**src/rtl/uart_rx_if.sv**
```systemverilog
// Parallel-side and serial-line signals of the 8N1 receiver.
// The slave modport is the receiver; the master is whoever drives the line and consumes bytes.
interface uart_rx_if;
  logic       i_rx;
  logic [7:0] o_data;
  logic       o_valid;
  logic       o_frame_err;
  logic       o_busy;

  modport master (
    output i_rx,
    input  o_data,
    input  o_valid,
    input  o_frame_err,
    input  o_busy
  );

  modport slave (
    input  i_rx,
    output o_data,
    output o_valid,
    output o_frame_err,
    output o_busy
  );
endinterface

```
**src/rtl/uart_rx.sv**
```systemverilog
// 8N1 serial receiver: mid-bit sampling, false-start rejection and stop-bit checking.
// Framing errors park in BREAK until the line returns high, so a held-low line cannot retrigger.
module uart_rx #(
  parameter int unsigned CLKS_PER_BIT = 434,
  parameter int unsigned HALF_BIT     = CLKS_PER_BIT / 2
) (
  input  logic     i_clk,
  input  logic     i_rst_n,
  uart_rx_if.slave bus
);

  localparam int unsigned CW = $clog2(CLKS_PER_BIT) + 1;
  localparam logic [CW-1:0] BIT_LAST  = CW'(CLKS_PER_BIT - 1);
  localparam logic [CW-1:0] HALF_LAST = CW'(HALF_BIT - 1);

  typedef enum logic [2:0] {
    ST_IDLE  = 3'd0,
    ST_START = 3'd1,
    ST_DATA  = 3'd2,
    ST_STOP  = 3'd3,
    ST_BREAK = 3'd4
  } state_t;

  logic          sync1_q;
  logic          sync2_q;
  logic          rx_s;
  state_t        state_q,   state_d;
  logic [CW-1:0] clk_cnt_q, clk_cnt_d;
  logic [2:0]    bit_cnt_q, bit_cnt_d;
  logic [7:0]    shift_q,   shift_d;
  logic [7:0]    data_q,    data_d;
  logic          valid_q,   valid_d;
  logic          ferr_q,    ferr_d;
  logic          busy_q,    busy_d;

  assign rx_s = sync2_q;

  // Two-flop synchronizer; resets to the idle line level so reset never fakes a start edge.
  always_ff @(posedge i_clk or negedge i_rst_n) begin
    if (!i_rst_n) begin
      sync1_q <= 1'b1;
      sync2_q <= 1'b1;
    end else begin
      sync1_q <= bus.i_rx;
      sync2_q <= sync1_q;
    end
  end

  // Receiver state and output registers.
  always_ff @(posedge i_clk or negedge i_rst_n) begin
    if (!i_rst_n) begin
      state_q   <= ST_IDLE;
      clk_cnt_q <= '0;
      bit_cnt_q <= 3'd0;
      shift_q   <= 8'h00;
      data_q    <= 8'h00;
      valid_q   <= 1'b0;
      ferr_q    <= 1'b0;
      busy_q    <= 1'b0;
    end else begin
      state_q   <= state_d;
      clk_cnt_q <= clk_cnt_d;
      bit_cnt_q <= bit_cnt_d;
      shift_q   <= shift_d;
      data_q    <= data_d;
      valid_q   <= valid_d;
      ferr_q    <= ferr_d;
      busy_q    <= busy_d;
    end
  end

  // Next-state logic; pulses default low so they last exactly one cycle.
  always_comb begin
    state_d   = state_q;
    clk_cnt_d = clk_cnt_q;
    bit_cnt_d = bit_cnt_q;
    shift_d   = shift_q;
    data_d    = data_q;
    valid_d   = 1'b0;
    ferr_d    = 1'b0;
    busy_d    = busy_q;

    case (state_q)
      ST_IDLE: begin
        clk_cnt_d = '0;
        if (!rx_s) begin
          state_d = ST_START;
          busy_d  = 1'b1;
        end else begin
          busy_d  = 1'b0;
        end
      end

      ST_START: begin
        if (clk_cnt_q == HALF_LAST) begin
          clk_cnt_d = '0;
          if (rx_s) begin
            state_d = ST_IDLE;
            busy_d  = 1'b0;
          end else begin
            state_d   = ST_DATA;
            bit_cnt_d = 3'd0;
          end
        end else begin
          clk_cnt_d = clk_cnt_q + CW'(1);
        end
      end

      ST_DATA: begin
        if (clk_cnt_q == BIT_LAST) begin
          clk_cnt_d = '0;
          shift_d   = {rx_s, shift_q[7:1]};
          if (bit_cnt_q == 3'd7) begin
            state_d = ST_STOP;
          end else begin
            bit_cnt_d = bit_cnt_q + 3'd1;
          end
        end else begin
          clk_cnt_d = clk_cnt_q + CW'(1);
        end
      end

      ST_STOP: begin
        if (clk_cnt_q == BIT_LAST) begin
          clk_cnt_d = '0;
          if (rx_s) begin
            state_d = ST_IDLE;
            data_d  = shift_q;
            valid_d = 1'b1;
            busy_d  = 1'b0;
          end else begin
            state_d = ST_BREAK;
            ferr_d  = 1'b1;
          end
        end else begin
          clk_cnt_d = clk_cnt_q + CW'(1);
        end
      end

      ST_BREAK: begin
        clk_cnt_d = '0;
        if (rx_s) begin
          state_d = ST_IDLE;
          busy_d  = 1'b0;
        end else begin
          busy_d  = 1'b1;
        end
      end

      default: begin
        state_d   = ST_IDLE;
        clk_cnt_d = '0;
        busy_d    = 1'b0;
      end
    endcase
  end

  assign bus.o_data      = data_q;
  assign bus.o_valid     = valid_q;
  assign bus.o_frame_err = ferr_q;
  assign bus.o_busy      = busy_q;

endmodule

```
**src/flat_wrapper.sv**
```systemverilog
// flat-port wrapper written by rule: the top's interface ports become plain ports
module uart_rx_flat 
#(
  parameter int unsigned CLKS_PER_BIT = 434,
  parameter int unsigned HALF_BIT     = CLKS_PER_BIT / 2
)
  (i_clk, i_rst_n, bus_i_rx, bus_o_data, bus_o_valid, bus_o_frame_err, bus_o_busy);
  uart_rx_if bus_i ();
  input  logic i_clk;
  input  logic i_rst_n;
  input wire logic [$bits(bus_i.i_rx)-1:0] bus_i_rx;
  output wire logic [$bits(bus_i.o_data)-1:0] bus_o_data;
  output wire logic [$bits(bus_i.o_valid)-1:0] bus_o_valid;
  output wire logic [$bits(bus_i.o_frame_err)-1:0] bus_o_frame_err;
  output wire logic [$bits(bus_i.o_busy)-1:0] bus_o_busy;
  assign bus_i.i_rx = bus_i_rx;
  assign bus_o_data = bus_i.o_data;
  assign bus_o_valid = bus_i.o_valid;
  assign bus_o_frame_err = bus_i.o_frame_err;
  assign bus_o_busy = bus_i.o_busy;
  uart_rx #(.CLKS_PER_BIT(CLKS_PER_BIT), .HALF_BIT(HALF_BIT)) u_core (.i_clk(i_clk), .i_rst_n(i_rst_n), .bus(bus_i));
endmodule
```
**config.mk**
```make
export PLATFORM = sky130hd
export DESIGN_NAME = uart_rx_flat
export DESIGN_NICKNAME = d
export VERILOG_FILES = /design/src/rtl/uart_rx_if.sv /design/src/rtl/uart_rx.sv /design/src/flat_wrapper.sv
export SDC_FILE = /design/constraint.sdc
export NUM_CORES = 1
export LEC_CHECK = 0
export BUFFER_PORTS_ARGS = -buffer_cell sky130_fd_sc_hd__buf_4
export CAP_MARGIN = 20
export CORE_MARGIN = 2
export CORE_UTILIZATION = 30
export DETAILED_ROUTE_END_ITERATION = 10
export GPL_TIMING_DRIVEN = 0
export PLACE_DENSITY = 0.52
export SETUP_SLACK_MARGIN = 0.05
export SLEW_MARGIN = 10
export SYNTH_ARGS = -nofsm -noshare
export SYNTH_HDL_FRONTEND = slang
export SYNTH_SLANG_ARGS = --single-unit
```
**constraint.sdc**
```tcl
create_clock -name i_clk -period 5.2 [get_ports i_clk]
set_clock_uncertainty 0.1 [all_clocks]
set_input_delay 1.04 -clock i_clk [delete_from_list [all_inputs] [get_ports i_clk]]
set_output_delay 1.04 -clock i_clk [all_outputs]
set_load 0.02 [all_outputs]
```
# Word-level counts from Yosys, hierarchy flattened
# Cells that the tools add are included.
dict set report totals {
  reg_bits 37
  elab_cells 64
}
dict set report op_classes {
  add_sub_neg 2
  eq_ne 15
  mux 27
  bitwise 1
  reduce_logical 9
}
# cell n
set op_table {}
lappend op_table {{$mux 3} 11}
lappend op_table {{$mux 10} 2}
lappend op_table {{$pmux 10 s2} 1}
lappend op_table {{$pmux 3 s5} 1}
lappend op_table {{$add 10x1->10 const B} 1}
lappend op_table {{$eq 10x8->1 const B} 1}
lappend op_table {{$eq 10x9->1 const B} 1}
lappend op_table {{$ne 2x1->1 const B} 5}
lappend op_table {{$mux 1} 9}
lappend op_table {{$eq 3x2->1 const B} 2}
lappend op_table {{$eq 3x3->1 const B} 2}
lappend op_table {{$ne 2x2->1 const B} 3}
lappend op_table {{$pmux 3 s2} 1}
lappend op_table {{$reduce_and 3->1} 2}
lappend op_table {{$reduce_and 6->1} 1}
lappend op_table {{$reduce_and 5->1} 1}
lappend op_table {{$pmux 1 s4} 1}
lappend op_table {{$reduce_or 2->1} 2}
lappend op_table {{$add 3x1->3 const B} 1}
lappend op_table {{$eq 3x1->1 const B} 1}
lappend op_table {{$logic_not 3->1} 1}
lappend op_table {{$mux 2} 1}
lappend op_table {{$reduce_and 2->1} 1}
lappend op_table {{$reduce_bool 2->1} 1}
lappend op_table {{$not 1->1} 1}

# Longest topological paths before layout
# Gate-level depths: netlist of run 1.
dict set report depth {
  depth_word 4
  mapped_depth 7
  mapped_depth_nobuf 6
}

# Worst setup path after synthesis of run 1
# OpenSTA, ideal clock, no wires.
dict set report synth_path {
  kind {reg-to-reg}
  startpoint {register u_core.clk_cnt_q[1]}
  endpoint {register u_core.data_q[1] (netlist: u_core.bus.o_data[1])}
  arrival_time_ns 1.726
  required_time_ns 4.975
  slack_ns 3.249
  stages_incl_launch_ff 7
  period_less_slack_ns 1.951
  path_cell_list {dfrtp_1 -> inv_1 -> ha_1 -> and4bb_1 -> nand3_2 -> nor3_4 -> mux2_2}
}
dict set report synth_between {
  elab_chain_len 2
}
# element line
set synth_lines {}
lappend synth_lines {{start, declared} uart_rx.sv:28} ;# logic [CW-1:0] clk_cnt_q, clk_cnt_d;
lappend synth_lines {{start signal, assigned} uart_rx.sv:62} ;# clk_cnt_q <= clk_cnt_d;
lappend synth_lines {{$eq 10x9->1} uart_rx.sv:124} ;# if (clk_cnt_q == BIT_LAST) begin
lappend synth_lines {{$reduce_and 3->1 (no line)} n/a}
lappend synth_lines {{end signal, assigned} uart_rx.sv:65} ;# data_q <= data_d;
lappend synth_lines {{end, declared} uart_rx.sv:31} ;# logic [7:0] data_q, data_d;
# No other way between the ends.
# A chain may end at the register's enable or synchronous reset.

# Final worst setup path of run 1
# Ends and elaborated chain as after synthesis.

==> results of run 1 <==
==> cells by family after synthesis <==
kind of cell	count (synthesis)	share of synthesized area
adder cells (fa/ha/maj)	5	0.0368
AO/OA/AOI/OAI	10	0.0463
multiplexers	16	0.106
XOR/XNOR	8	0.0412
AND/OR/NAND/NOR	56	0.202
buffers and inverters	7	0.0221
flip-flops	37	0.546
==> worst max-delay path: stages, from the launching register on <==
cell and delay, ns:
dfrtp_1 0.41, inv_1 0.09, ha_1 0.13, and4bb_1 0.31, nand3_2 0.17, nor3_4 0.46
mux2_2 0.39
==> layer usage <==
| layer | up-vias | global-route usage |
|---|---|---|
| met4 | 0 | 0.0466 |
| li1 | 531 | - |
| met1 | 528 | 0.142 |
| met5 | - | 0 |
| met2 | 15 | 0.148 |
| met3 | 5 | 0.0341 |
==> final cells by class <==
| cell class | count | area [sq um] | area share |
|---|---|---|---|
| inverters | 3 | 11.3 | 0.00564 |
| clock buffers | 6 | 72.6 | 0.0363 |
| flip-flops and latches | 37 | 928 | 0.465 |
| plain buffers | 4 | 26.3 | 0.0132 |
| repair buffers | 13 | 97.6 | 0.0489 |
| clock inverters | 2 | 35.0 | 0.0175 |
| multi-input cells | 95 | 736 | 0.368 |
| well taps | 72 | 90.1 | 0.0451 |
==> metrics by stage <==
step                      hold WS, ns  power [W]
after floorplan                 0.245   0.000296
after global placement          0.247   0.000303
after detailed placement        0.249   0.000304
after CTS                       0.250   0.000548
after global routing            0.261   0.000561
final                           0.247   0.000538
==> Yosys cell counts, types with 3 or more instances <==
| cell | number | area [sq um] |
|---|---|---|
| dfrtp_1 | 35 | 876 |
| mux2_2 | 15 | 169 |
| nor2_1 | 15 | 56.3 |
| xnor2_1 | 7 | 61.3 |
| nand3_1 | 6 | 30.0 |
| nor3_1 | 6 | 30.0 |
| ha_1 | 5 | 62.6 |
| nand2_1 | 5 | 18.8 |
| and2_1 | 3 | 18.8 |
| inv_1 | 3 | 11.3 |
| nand4_1 | 3 | 18.8 |
==> registers in the layout (all words and copies together), names as in the netlist <==
| signal | count |
|---|---|
| u_core.clk_cnt_q | 10 |
| u_core.bus.o_data | 8 |
| u_core.shift_q | 8 |
| u_core.bit_cnt_q | 3 |
| u_core.state_q | 3 |
| u_core.bus.o_busy | 1 |
| u_core.bus.o_frame_err | 1 |
| u_core.bus.o_valid | 1 |
| u_core.rx_s | 1 |
| u_core.sync1_q | 1 |
==> final timing paths <==
check,endpoint,slack [ns],cells after the start,startpoint
max in group asynchronous,u_core.sync1_q$_DFF_PN1_,4.05,1,i_rst_n
worst min-delay path,u_core.rx_s$_DFF_PN1_,0.25,0,u_core.sync1_q$_DFF_PN1_
worst max-delay path,u_core.bus.o_data[1]$_DFFE_PN0P_,3.02,6,u_core.clk_cnt_q[1]$_DFF_PN0_
min in group asynchronous,u_core.state_q[2]$_DFFE_PN0P_,0.60,1,i_rst_n
worst max register to register,u_core.bus.o_data[1]$_DFFE_PN0P_,3.02,6,u_core.clk_cnt_q[1]$_DFF_PN0_
worst min register to register,u_core.rx_s$_DFF_PN1_,0.25,0,u_core.sync1_q$_DFF_PN1_
==> where the power goes <==
group | leakage [nW] | internal, W | switching [W]
combinational | 0.414 | 0.00000157 | 0.00000603
sequential | 0.490 | 0.000289 | 0.000000846
clock | 0.0552 | 0.000142 | 0.0000982
==> flow_summary.yaml, run 1 <==
status:
  status: "finished, final reports clean"
worst_setup_path:
  crit_path_start_kind: "register"
  critical_path_class: "reg -> reg"
  end_kind: "register"
  required_ns: 5.28
  critPathMaxFanout: 8
  cp.arrival_ns: 2.25
place:
  io_buffers: 13
  place_area_sq_um: 1890
  place_ws_ns: 3.01
  place_inst: 224
  place.gp.congestion: 0.749
  hpwl_microns: 1990
synth:
  yosys_warnings: 0
  synthArstFlopShare: 1.00
  synth_ff_type: "dfrtp_1"
  syn-num-nets: 147
  synth_cell_types: 40
  syn_inst: 139
  avgSynthCellArea_sq_um: 12.2
  ys_seq_elements: 37
  ys_seq_area_frac: 0.546
  synth_edf_count: 0
  syn_area_sq_um: 1700
drt:
  dr.pass1.iters: 4
  vias: 1079
  route.met3.wl_microns: 86
  wl_microns: 2840
  drt_iter0_drc: 51
  final_antenna_net_count: 0
  drc: 0
  highest_layer: "met4"
  wl_met2_microns: 1280
  wl_met1_microns: 1410
  avgViaCountPerCell: 4.65
  wl_per_cell_microns: 12.2
power_and_ir_drop:
  leakage_nw: 0.959
  irDropWorstVdd_mv: 0.0958
  cellPowerDensity_nw_per_um2: 269
final_layout:
  diodes: 0
  layout_common_cells: "dfrtp_1, nor2_1, mux2_2"
  nets: 167
  final_common_cell: "dfrtp_1"
  final_cells: 232
  nFillCells: 540
  fin_util: 0.363
  area_growth_pct: 17.4
  fin_area_sq_um: 2000
  drive_above_1_share: 0.294
cts:
  postCtsSetupBuffers: 0
  cts.sinks: 37
  cts_buffer_depth: 2
  path_clk_slew_ns: 0.08
  holdBufCountCts: 0
  clockRootBuffer: "clkbuf_8"
  htreeDepth: 2
  cts_inserted_buffers: 5
  cts_tree: "yes"
  cts_resized: 0
  clk_latency_ns: 0.29
run:
  max-cap-violations: 0
grt:
  grt_pass1_vias: 1063
  track_usage: 0.104
  antenna_found_initial: 0
  grt_pass1_wl_microns: 5020
  grt_max_degree: 38
  gr-total-overflow: 0
sta:
  setup_violations: 0
  setup-tns-final_ns: 0
  relSlewSlack: 0.697
  maxSlewViolCount: 0
  rsz0062_at_grt: "false"
  fmax_ghz: 0.460
  period_needed_ns: 2.18
  finalCritPeriodShare: 0.418
  tightest_slew_ns: 0.455
  hold_violations: 0
  fin_ws_ns: 3.02
floorplanning:
  die_w_microns: 79.3
  start_util: 0.309
  core_region_area_sq_um: 5510
  pin_count: 14
  row_count: 27
  die_y_microns: 79.3
  die-area_sq_um: 6290
hold_path:
  worstHoldPathType: "reg -> reg"
(Power assumes the default switching activity.)
==> run 2: changes to the inputs <==
--- a/config.mk
+++ b/config.mk
@@ -11,7 +11,7 @@
 export CORE_UTILIZATION = 30
 export DETAILED_ROUTE_END_ITERATION = 10
 export GPL_TIMING_DRIVEN = 0
-export PLACE_DENSITY = 0.52
+export PLACE_DENSITY = 0.53
 export SETUP_SLACK_MARGIN = 0.05
 export SLEW_MARGIN = 10
 export SYNTH_ARGS = -nofsm -noshare
==> constraint.sdc (replaced) <==
create_clock -name i_clk -period 1.9 [get_ports i_clk]
set_clock_uncertainty 0.1 [all_clocks]
set_input_delay 0.38 -clock i_clk [delete_from_list [all_inputs] [get_ports i_clk]]
set_output_delay 0.38 -clock i_clk [all_outputs]
set_load 0.02 [all_outputs]
==> run 2 against run 1 <==
Effect of this change:
- combinational power increased to 3.1 times the previous value
- flip-flop and latch count unchanged
- worst hold slack worse by 0.15 ns
- the flow now finishes with violations (negative setup slack)
- critical path depth shrank 2
==> flow_summary.yaml, run 2 (same netlist as run 1, synthesis figures left out) <==
status:
  status: "finished, violations left"
  violations: "negative setup slack"
floorplanning:
  start_util: 0.309
  row_count: 27
  die_y_microns: 79.3
  die_w_microns: 79.3
  die-area_sq_um: 6290
  core_region_area_sq_um: 5510
  pin_count: 14
run:
  max-cap-violations: 0
cts:
  cts_tree: "yes"
  cts_inserted_buffers: 5
  cts.sinks: 37
  cts_buffer_depth: 2
  clk_latency_ns: 0.29
  clockRootBuffer: "clkbuf_8"
  path_clk_slew_ns: 0.07
  htreeDepth: 2
drt:
  wl_per_cell_microns: 13.6
  wl_microns: 3360
  drt_iter0_drc: 85
  final_antenna_net_count: 0
  drc: 0
  dr.pass1.iters: 4
  avgViaCountPerCell: 4.74
  vias: 1172
place:
  place_inst: 224
  place.gp.congestion: 0.792
  place_ws_ns: -0.230
  io_buffers: 13
  hpwl_microns: 2090
grt:
  track_usage: 0.124
  grt_pass1_wl_microns: 6040
  antenna_found_initial: 0
  grt_pass1_vias: 1289
  grt_max_degree: 38
  gr-total-overflow: 0
worst_setup_path:
  cp.arrival_ns: 2.07
  critPathMaxStageDelay_ns: 0.54
  required_ns: 1.97
  critical_path_class: "reg -> reg"
  crit_path_cell_trace: "or4b_4 -> or4_4 -> and2_4 -> a22o_1"
  cpMaxStageDelayCell: "or4b_4"
  reg2reg_slack_ns: -0.09
  crit_path_start_kind: "register"
  critPathMaxFanout: 7
  end_kind: "register"
final_layout:
  fin_util: 0.405
  drive_above_1_share: 0.411
  final_common_cell: "dfrtp_1"
  nets: 182
  layout_common_cells: "dfrtp_1, buf_4, mux2_4"
  nFillCells: 521
  largest_reg_flops: 10
  area_growth_pct: 31.0
  final_cells: 247
  regMostFlops: "u_core.clk_cnt_q"
  diodes: 0
power_and_ir_drop:
  power.share.sequential: 0.570
  power_w: 0.00139
  cellPowerDensity_nw_per_um2: 625
  clock_power_share: 0.413
  irDropWorstVdd_mv: 0.365
  p_switching_w: 0.000300
  switching_share: 0.215
  p_int_w: 0.00109
  p_comb_frac: 0.017
  leakage_nw: 1.03
sta:
  finalCritPeriodShare: 1.05
  tightest_slew_ns: 0.467
  setup_violations: 11
  fmax_ghz: 0.502
  period_needed_ns: 1.99
  fin_ws_ns: -0.0926
  setup-tns-final_ns: -0.497
  rsz0062_at_grt: "true"
  hold_violations: 0
  relSlewSlack: 0.688
  maxSlewViolCount: 0
hold_path:
  worstHoldPathType: "in -> reg"
[run 2: cell types whose count changed in the layout (fill, tap and decap cells not counted), sizes merged]
cell	previous run	this run
clkinvlp	0	1
clkinv	1	0
bufinv	1	0
dlygate4sd3	0	1
buf	15	30
[run 2: repair_timing]
item,4_1_cts,5_1_grt
gates resized for setup,21,5
pin swaps,2,6
hold buffers,1,0
endpoints found under the hold margin,35,0
cloned,0,0
setup endpoints to repair,28,30
setup buffers,14,1
[run 2: cell type report]
type	count	area, sq um	area share
clock inverters	1	7.51	0.00337
plain buffers	3	22.5	0.0101
repair buffers	29	244	0.109
multi-input cells	95	836	0.375
well taps	72	90.1	0.0404
inverters	3	11.3	0.00505
flip-flops and latches	37	931	0.418
clock buffers	7	86.3	0.0387
[run 2: path summary, 6_finish.rpt]
path | start | cells past startpoint | endpoint
worst max register to register | u_core.state_q[2]$_DFFE_PN0P_ | 4 | u_core.bit_cnt_q[2]$_DFFE_PN0P_
worst min register to register | u_core.sync1_q$_DFF_PN1_ | 0 | u_core.rx_s$_DFF_PN1_
min in group asynchronous | i_rst_n | 2 | u_core.clk_cnt_q[5]$_DFF_PN0_
worst max-delay path | u_core.state_q[2]$_DFFE_PN0P_ | 4 | u_core.bit_cnt_q[2]$_DFFE_PN0P_
worst min-delay path | bus_i_rx | 1 | u_core.sync1_q$_DFF_PN1_
max in group asynchronous | i_rst_n | 2 | u_core.sync1_q$_DFF_PN1_
[run 2: critical path, delay by kind of cell (launching register included)]
| kind | cells | cell delay (ns) |
|---|---|---|
| DFF | 1 | 0.47 |
| AOI/OAI and AO/OA | 1 | 0.18 |
| and+or+nand+nor | 3 | 1.13 |
[run 2: routing by layer]
layer  GRT usage  routed length, microns  up-vias
met4      0.0466                      60        0
li1            -                       -      562
met3      0.0341                      98        5
met1       0.167                    1580      588
met2       0.191                    1620       17
met5           0                       0        -
[run 2: power by group through the flow]
stage / Sequential (W) / Combinational, W / Clock [W]
after detailed placement: 0.000809 / 0.0000229 / 0
after CTS: 0.000793 / 0.0000247 / 0.000592
final: 0.000794 / 0.0000237 / 0.000575
after global routing: 0.000794 / 0.0000282 / 0.000621
after global placement: 0.000808 / 0.0000216 / 0
after floorplan: 0.000808 / 0.00000325 / 0
[run 2: per-stage QoR]
step | hold slack, ns | area, sq um
finish | 0.0929 | 2230
CTS | 0.0859 | 2210
global placement | 0.246 | 1910
detailed placement | 0.247 | 1910
floorplan | -0.0156 | 1720
global route | 0.0851 | 2230
==> run 3: changes to the inputs <==
--- a/config.mk
+++ b/config.mk
@@ -10,7 +10,6 @@
 export CORE_MARGIN = 2
 export CORE_UTILIZATION = 30
 export DETAILED_ROUTE_END_ITERATION = 10
-export GPL_TIMING_DRIVEN = 0
 export PLACE_DENSITY = 0.53
 export SETUP_SLACK_MARGIN = 0.05
 export SLEW_MARGIN = 10
==> run 3 against run 2 <==
Effect of this change:
- non-clock buffer count up 6
- setup slack gained 0.085 ns
- die area did not move
- critical path type unchanged
- the run still ends with negative setup slack left
- core utilization increased by 1.5 points
- via count up 0.34%
- register-to-register slack better by 0.08 ns
- clock power about the same
- design area up 3.6%
- first-iteration DRC count is 49% lower
- cell count rose by 2.4%
- critical endpoint is now u_core.bit_cnt_q[1]$_DFFE_PN0P_
- count of clock-buffer cells in the layout fell by 1
==> flow_summary.yaml, run 3 (same netlist as run 1, synthesis figures left out) <==
worst_setup_path:
  required_ns: 1.97
  reg2reg_from: "u_core.state_q[2]$_DFFE_PN0P_"
  critPathCapture: "u_core.bit_cnt_q[1]$_DFFE_PN0P_"
  reg2reg_slack_ns: -0.008
  critical_path_class: "reg -> reg"
  end_kind: "register"
  critPathMaxFanout: 2
  worstReg2RegEnd: "u_core.bit_cnt_q[1]$_DFFE_PN0P_"
  cp.arrival_ns: 1.98
  crit_path_start_kind: "register"
  worstSetupStartpoint: "u_core.state_q[2]$_DFFE_PN0P_"
  reg2reg_depth: 4
drt:
  vias: 1176
  wl_microns: 3400
  avgViaCountPerCell: 4.65
  drc: 0
  dr.pass1.iters: 4
  final_antenna_net_count: 0
  wl_per_cell_microns: 13.5
  drt_iter0_drc: 43
floorplanning:
  start_util: 0.309
  core_region_area_sq_um: 5510
  die_w_microns: 79.3
  die-area_sq_um: 6290
  pin_count: 14
  die_y_microns: 79.3
  row_count: 27
grt:
  grt_max_degree: 38
  grt_pass1_wl_microns: 5930
  gr-total-overflow: 0
  grt_pass1_vias: 1210
  antenna_found_initial: 0
  track_usage: 0.122
place:
  place.gp.congestion: 0.785
  hpwl_microns: 2270
  io_buffers: 13
  place_ws_ns: -0.00937
final_layout:
  final_common_cell: "dfrtp_1"
  diodes: 0
  area_growth_pct: 35.7
  regMostFlops: "u_core.clk_cnt_q"
  nets: 188
  largest_reg_flops: 10
  layout_common_cells: "dfrtp_1, buf_4, mux2_4"
  drive_above_1_share: 0.464
hold_path:
  worstHoldPathType: "in -> reg"
status:
  violations: "negative setup slack"
  status: "finished, violations left"
sta:
  hold_ws_ns: 0.0951
  finalCritPeriodShare: 1.00
  setup_violations: 1
  rsz0062_at_grt: "true"
  hold_violations: 0
  period_needed_ns: 1.91
  fmax_ghz: 0.524
  relSlewSlack: 0.689
  fin_ws_ns: -0.00770
  maxSlewViolCount: 0
  tightest_slew_ns: 0.467
cts:
  htreeDepth: 2
  cts_buffer_depth: 2
  cts_inserted_buffers: 5
  path_clk_slew_ns: 0.08
  clockRootBuffer: "clkbuf_8"
  clk_latency_ns: 0.29
  cts.sinks: 37
  cts_tree: "yes"
power_and_ir_drop:
  p_comb_frac: 0.019
  leakage_nw: 1.09
  power.share.sequential: 0.567
  p_switching_w: 0.000304
  irDropWorstVdd_mv: 0.278
  cellPowerDensity_nw_per_um2: 605
  p_int_w: 0.00109
  switching_share: 0.218
  clock_power_share: 0.414
run:
  max-cap-violations: 0
## run 3: power groups by stage
stage | Sequential [W] | Combinational, W | Clock, W
finish | 0.000792 | 0.0000272 | 0.000578
detailed placement | 0.000807 | 0.0000262 | 0
CTS | 0.000792 | 0.0000288 | 0.000596
global route | 0.000792 | 0.0000315 | 0.000647
floorplan | 0.000808 | 0.00000325 | 0
global placement | 0.000807 | 0.0000254 | 0
## run 3: cell type report
| type | instances | area (sq um) |
|---|---|---|
| clock inverter | 2 | 13.8 |
| inverter | 3 | 11.3 |
| clock buffer | 6 | 82.6 |
| timing repair buffer | 38 | 329 |
| sequential | 37 | 928 |
| tap | 72 | 90.1 |
| multi-input combinational | 95 | 853 |
| fill | 515 | 3200 |
## run 3: timing repair
item,in CTS,in global routing
hold buffers,1,0
pin swaps,2,4
endpoints found under the setup margin,15,30
endpoints found under the hold margin,35,0
gates resized for setup,15,11
setup buffers,3,3
## run 3: worst min-delay path by stage
stage	cells after the start	endpoint	slack, ns	startpoint
2_1_floorplan	0	u_core.bit_cnt_q[0]$_DFFE_PN0P_	-0.02	i_rst_n
3_3_place_gp	0	u_core.rx_s$_DFF_PN1_	0.25	u_core.sync1_q$_DFF_PN1_
3_5_place_dp	0	u_core.rx_s$_DFF_PN1_	0.25	u_core.sync1_q$_DFF_PN1_
4_1_cts	1	u_core.sync1_q$_DFF_PN1_	0.09	bus_i_rx
5_1_grt	1	u_core.sync1_q$_DFF_PN1_	0.08	bus_i_rx
6_report	1	u_core.sync1_q$_DFF_PN1_	0.1	bus_i_rx
## run 3: routing by layer
metal	GRT usage	part of all wire	vias up
li1	-	-	572
met1	0.166	0.49	583
met2	0.182	0.47	15
met3	0.0352	0.022	6
met4	0.0534	0.022	0
met5	0	0	-
## run 3: stage by stage
stage	total power (W)	std cells	TNS [ns]	util	instance area [sq um]
floorplan	0.000811	139	-0.272	-	1720
global placement	0.000833	238	-0.0219	0.374	2060
detailed placement	0.000833	238	-0.00937	0.374	2060
CTS	0.00142	250	-0.0161	0.408	2240
global route	0.00147	253	-0.444	0.419	2310
finish	0.00140	253	-0.00770	0.419	2310
## run 3: worst max-delay path, stage by stage (launching register included)
cell	delay, ns
dfrtp_1	0.39
or4b_4	0.54
or4_4	0.43
and2_4	0.16
a22o_1	0.18
